`src/rtl/ab_stream_pkg.sv`:
```
// Shared types and defaults for the A/B pair stream serializer.
package ab_stream_pkg;

  localparam int DEFAULT_WIDTH = 8;

  typedef enum logic {
    IDLE  = 1'b0,
    SHIFT = 1'b1
  } state_e;

endpackage

```
`src/rtl/ab_hold_buffer.sv`:
```
// One-entry skid buffer for an A/B word offered while another word is shifting.
module ab_hold_buffer
  import ab_stream_pkg::*;
#(
  parameter int WIDTH = DEFAULT_WIDTH
) (
  input  logic             clk,
  input  logic             rst_n,
  input  logic             load,
  input  logic             take,
  input  logic [WIDTH-1:0] load_a,
  input  logic [WIDTH-1:0] load_b,
  output logic             full,
  output logic [WIDTH-1:0] hold_a,
  output logic [WIDTH-1:0] hold_b
);

  logic             full_q, full_d;
  logic [WIDTH-1:0] hold_a_q, hold_a_d;
  logic [WIDTH-1:0] hold_b_q, hold_b_d;

  // A load into a full buffer is ignored so the held word can never be overwritten.
  always_comb begin
    full_d   = full_q;
    hold_a_d = hold_a_q;
    hold_b_d = hold_b_q;
    if (take) begin
      full_d = 1'b0;
    end
    if (load && !full_q) begin
      full_d   = 1'b1;
      hold_a_d = load_a;
      hold_b_d = load_b;
    end
  end

  always_ff @(posedge clk or negedge rst_n) begin
    if (!rst_n) begin
      full_q   <= 1'b0;
      hold_a_q <= '0;
      hold_b_q <= '0;
    end else begin
      full_q   <= full_d;
      hold_a_q <= hold_a_d;
      hold_b_q <= hold_b_d;
    end
  end

  assign full   = full_q;
  assign hold_a = hold_a_q;
  assign hold_b = hold_b_q;

endmodule

```
`src/rtl/ab_stream_serializer.sv`:
```
// Serializes parallel A/B words into a registered bit-pair stream with zero-gap reloads.
//   state | meaning
//   IDLE  | no word on A/B, idle pair driven, next accepted word loads directly
//   SHIFT | one pair per cycle, count gives index of the pair currently on A/B
module ab_stream_serializer
  import ab_stream_pkg::*;
#(
  parameter int   WIDTH     = DEFAULT_WIDTH,
  parameter logic MSB_FIRST = 1'b1,
  parameter logic IDLE_A    = 1'b0,
  parameter logic IDLE_B    = 1'b0
) (
  input  logic             clk,
  input  logic             clr,
  input  logic             in_valid,
  output logic             in_ready,
  input  logic [WIDTH-1:0] in_a,
  input  logic [WIDTH-1:0] in_b,
  output logic             A,
  output logic             B,
  output logic             frame_start,
  output logic             busy
);

  localparam int             CW   = (WIDTH > 1) ? $clog2(WIDTH) : 1;
  localparam logic [CW-1:0] LAST = CW'(WIDTH - 1);

  state_e           state_q, state_d;
  logic [CW-1:0]    count_q, count_d;
  logic [WIDTH-1:0] sh_a_q, sh_a_d;
  logic [WIDTH-1:0] sh_b_q, sh_b_d;
  logic             a_q, a_d;
  logic             b_q, b_d;
  logic             fs_q, fs_d;
  logic             busy_q, busy_d;

  logic             hold_full, hold_load, hold_take;
  logic [WIDTH-1:0] hold_a, hold_b;
  logic             accept, last, load_word;
  logic [WIDTH-1:0] word_a, word_b;

  function automatic logic first_bit(input logic [WIDTH-1:0] w);
    return MSB_FIRST ? w[WIDTH-1] : w[0];
  endfunction

  function automatic logic [WIDTH-1:0] shift_once(input logic [WIDTH-1:0] w);
    return MSB_FIRST ? (w << 1) : (w >> 1);
  endfunction

  assign in_ready = clr & ~hold_full;
  assign accept   = in_valid & in_ready;
  assign last     = (count_q == LAST);

  always_comb begin
    state_d   = state_q;
    count_d   = count_q;
    sh_a_d    = sh_a_q;
    sh_b_d    = sh_b_q;
    a_d       = a_q;
    b_d       = b_q;
    fs_d      = 1'b0;
    busy_d    = busy_q;
    hold_load = 1'b0;
    hold_take = 1'b0;
    load_word = 1'b0;
    word_a    = in_a;
    word_b    = in_b;

    case (state_q)
      IDLE: begin
        if (accept) begin
          load_word = 1'b1;
        end
      end
      SHIFT: begin
        if (last) begin
          // Held word has priority; otherwise a word offered now bypasses the buffer.
          if (hold_full) begin
            load_word = 1'b1;
            word_a    = hold_a;
            word_b    = hold_b;
            hold_take = 1'b1;
          end else if (accept) begin
            load_word = 1'b1;
          end else begin
            state_d = IDLE;
            count_d = '0;
            a_d     = IDLE_A;
            b_d     = IDLE_B;
            busy_d  = 1'b0;
          end
        end else begin
          hold_load = accept;
          count_d   = count_q + CW'(1);
          a_d       = first_bit(sh_a_q);
          b_d       = first_bit(sh_b_q);
          sh_a_d    = shift_once(sh_a_q);
          sh_b_d    = shift_once(sh_b_q);
        end
      end
      default: state_d = IDLE;
    endcase

    // The first pair goes straight to the output flops; the register keeps the rest.
    if (load_word) begin
      state_d = SHIFT;
      count_d = '0;
      a_d     = first_bit(word_a);
      b_d     = first_bit(word_b);
      sh_a_d  = shift_once(word_a);
      sh_b_d  = shift_once(word_b);
      fs_d    = 1'b1;
      busy_d  = 1'b1;
    end
  end

  always_ff @(posedge clk or negedge clr) begin
    if (!clr) begin
      state_q <= IDLE;
      count_q <= '0;
      sh_a_q  <= '0;
      sh_b_q  <= '0;
      a_q     <= IDLE_A;
      b_q     <= IDLE_B;
      fs_q    <= 1'b0;
      busy_q  <= 1'b0;
    end else begin
      state_q <= state_d;
      count_q <= count_d;
      sh_a_q  <= sh_a_d;
      sh_b_q  <= sh_b_d;
      a_q     <= a_d;
      b_q     <= b_d;
      fs_q    <= fs_d;
      busy_q  <= busy_d;
    end
  end

  ab_hold_buffer #(
    .WIDTH(WIDTH)
  ) u_hold (
    .clk    (clk),
    .rst_n  (clr),
    .load   (hold_load),
    .take   (hold_take),
    .load_a (in_a),
    .load_b (in_b),
    .full   (hold_full),
    .hold_a (hold_a),
    .hold_b (hold_b)
  );

  assign A           = a_q;
  assign B           = b_q;
  assign frame_start = fs_q;
  assign busy        = busy_q;

endmodule

```
`config.mk`:
```
export PLATFORM = sky130hd
export DESIGN_NAME = ab_stream_serializer
export DESIGN_NICKNAME = d
export VERILOG_FILES = /design/src/rtl/ab_stream_pkg.sv /design/src/rtl/ab_hold_buffer.sv /design/src/rtl/ab_stream_serializer.sv
export SDC_FILE = /design/constraint.sdc
export NUM_CORES = 1
export LEC_CHECK = 0
export BUFFER_PORTS_ARGS = -buffer_cell sky130_fd_sc_hd__buf_2
export CORE_MARGIN = 2
export CORE_UTILIZATION = 46
export DETAILED_ROUTE_END_ITERATION = 8
export HOLD_SLACK_MARGIN = 0.03
export MAX_ROUTING_LAYER = met4
export PLACE_DENSITY = 0.66
export SLEW_MARGIN = 40
export SYNTH_ARGS = -nofsm -noshare
export SYNTH_HDL_FRONTEND = slang
export SYNTH_SLANG_ARGS = --single-unit
```
`constraint.sdc`:
```
create_clock -name clk -period 1.9 [get_ports clk]
set_input_delay 0.285 -clock clk [delete_from_list [all_inputs] [get_ports clk]]
set_output_delay 0.285 -clock clk [all_outputs]
set_load 0.02 [all_outputs]
```
==> key figures <==
Status
  – Run status: finished clean

Setup path
  – Worst r2r src: count_q[0]
  – Peak fanout along the critical path: 8
  – CP required: between 2 and 2.5 ns
  – Worst Setup SP: count_q[0]
  – WP data arrival: between 1.5 and 2 ns
  – Critical Path Source Type: register
  – CP Capture Type: register
  – Crit Path Category: reg2reg
  – CP Cell Sequence: ha_1, ha_1, nand2b_1, nor2_4, buf_12, mux2_1
  – CP max stage delay: 0.40 ns
  – Crit path top cell by count: ha_1
  – Crit path max-delay cell type: dfrtp_1
  – Worst path buffer plus inverter count: 1
  – Delay-heaviest family, CP: adder cells

Detailed routing
  – Antenna viol nets, final: 0
  – DRC Markers: 0
  – DRT Pass-1 Iters: 4
  – DR iter-0 viols: 118
  – WL final: between 3000 and 4000 um
  – Via Count: roughly 1.2k
  – Via-to-Cell Ratio: approximately 5.3
  – Wirelength per Cell: roughly 14 um

STA
  – Relative slew slack: 0.681
  – Worst slew pin tran: 0.479 ns
  – Min Tclk post-route: between 1.5 and 2 ns
  – Setup TNS: 0 ns
  – Worst Clk Skew: 0.00918 ns
  – Worst setup margin: around 0.094 ns
  – Final period util: 0.950
  – Peak Freq: between 500 and 600 MHz
  – Endpoints failing setup: 0
  – Final hold vios: 0
  – RSZ-0062 raised after global routing: false
  – Max-slew violation count: 0

Flow run
  – Max Cap Viol: 0

Logic synthesis
  – Syn_nets: around 170
  – Post-Synthesis Cell Area: between 1500 and 2000 um2
  – Synth Area per Inst: 12.1 um2
  – Yosys warning count: 0
  – Cells after Synth: around 150
  – Library cells used by synthesis: 27
  – Yosys reg bits: 39
  – Seq/Total Area, Yosys: 0.547

Floorplan
  – Row cnt: 22
  – Die height: ~66 um
  – DIE AREA: around 4400 um2
  – Die span in x: roughly 66 um
  – Core area: between 3000 and 4000 um2
  – Initial Util: 0.484
  – IO Count: 24

Final layout
  – Synth-to-layout area growth: 17.5%
  – Most common cell after layout, fill and taps aside: dfrtp_1
  – FILL cells: 340
  – Layout cells sized above 1: 0.281
  – Nets: between 150 and 200
  – Reg area: 976 um2
  – # diodes: 0
  – Area of the multi-input gates: 703 um2
  – Most frequent cells in the layout: 39 x dfrtp_1, 23 x buf_2, 17 x inv_1

Pwr
  – VDD IR max: a little over 0.7 mV
  – LEAKAGE: between 1 and 1.5 nW
  – Power Dens Cells: around 1500 nW/um2

GRT
  – GR Overflow Total: 0
  – Tot GR Track Use: 0.176
  – Global-route wire length before repair: 5460 um
  – Initial antenna violation count: 0
  – Vias in the first global route: between 1k and 1.5k
  – Largest net degree at the start of global routing: 40

CTS
  – Clk_lat worst skew: ~0.3 ns
  – TritonCTS clock tree: yes
  – Total CTS buffers: 5
  – CTS sink count: 39
  – Clock Pin Slew Worst Setup and Hold Paths: roughly 0.080 ns
  – Cts hold-fix bufs: 0
  – Postcts setup bufs: 0
  – Root Driver: clkbuf_8
  – Worst-case clock buffer depth: 2
  – H-tree depth: 2

Placement
  – Setup Slack @ Placement: around 0.09 ns
  – Detail Placement HPWL: 2180 um
  – PortBufs: 23
  – Placer Congestion: 0.811

Worst hold path
  – Min-delay worst type: in2async
-- repair_timing --
action	in CTS	in global routing
hold endpoints to repair	0	0
endpoints found under the setup margin	0	10
resized for setup	0	1
-- through the flow --
stage	std cells	area (um2)	hold WS, ns	util	total power, W
2_1_floorplan	147	1790	-0.0106	-	0.00215
3_3_place_gp	218	2000	0.440	0.541	0.00243
3_5_place_dp	218	2000	0.451	0.541	0.00248
4_1_cts	226	2090	0.126	0.568	0.00308
5_1_grt	226	2100	0.148	0.569	0.00328
6_report	226	2100	0.101	0.569	0.00305
-- report_power, final --
part / switching (W) / leakage, nW / internal [W]
Clock: 0.000299 / 0.0474 / 0.000296
Combinational: 0.000543 / 0.548 / 0.000508
Sequential: 0.000199 / 0.483 / 0.00120
Total: 0.00104 / 1.08 / 0.00201
-- sequential cells by signal, indices dropped and copies added, names as in the netlist, 3 cells and up --
register and cells:
u_hold.hold_b 8, sh_b_q 7, u_hold.hold_a 8, count_q 3, sh_a_q 7
-- Yosys cell counts, drive strengths merged --
library cell / instances / area [um2]
nor2: 1 / 11.3
o22ai: 2 / 12.5
buf: 6 / 38.8
and3: 2 / 12.5
nor2b: 3 / 18.8
a21o: 2 / 15.0
inv: 17 / 63.8
a21oi: 1 / 5.00
a31o: 2 / 17.5
ha: 2 / 25.0
nand2b: 1 / 6.26
clkbuf: 1 / 3.75
o21ai: 5 / 28.8
nand3: 2 / 15.0
dfrtp: 39 / 976
a32oi: 2 / 17.5
nand3b: 1 / 20.0
mux2i: 16 / 160
nand2: 14 / 52.6
mux2: 16 / 180
o221ai: 12 / 105
-- area by class of cell --
class / instances / share of cell area
Clock buffer: 6 / 0.0394
Clock inverter: 2 / 0.00775
Inverter: 17 / 0.0304
Multi-Input combinational cell: 84 / 0.335
Sequential cell: 39 / 0.465
Tap cell: 48 / 0.0286
Timing Repair Buffer: 30 / 0.0936
-- kinds of logic (layout without fill, tap and decap cells) --
| logic type | count (synthesis) | in the layout | synth area share |
|---|---|---|---|
| adder cells (fa/ha/maj) | 2 | 2 | 0.0140 |
| AND/OR/NAND/NOR | 24 | 24 | 0.0764 |
| flip-flops | 39 | 39 | 0.547 |
| AO/OA/AOI/OAI | 26 | 26 | 0.113 |
| buffers and inverters | 24 | 55 | 0.0596 |
| multiplexers | 32 | 32 | 0.191 |
-- per-layer routing --
| metal | part of all wire | wire, um | vias up | track usage |
|---|---|---|---|---|
| li1 | - | - | 582 | - |
| met1 | 0.46 | 1490 | 578 | 0.211 |
| met2 | 0.48 | 1560 | 21 | 0.274 |
| met3 | 0.036 | 117 | 6 | 0.0562 |
| met4 | 0.021 | 68 | 0 | 0.0714 |
| met5 | 0 | 0 | - | - |
-- final timing paths --
| check | endpoint | slack [ns] | cells past startpoint |
|---|---|---|---|
| max | u_hold.hold_a[5] | 0.09 | 6 |
| max reg2reg | u_hold.hold_a[5] | 0.09 | 6 |
| min reg2reg | u_hold.hold_a[0] | 0.49 | 1 |
| min | frame_start | 0.10 | 2 |
| min in group clk | u_hold.hold_a[0] | 0.22 | 2 |
| max in group asynchronous | u_hold.hold_a[4] | 1.45 | 2 |
No activity file was read; power rests on OpenSTA's default activity.
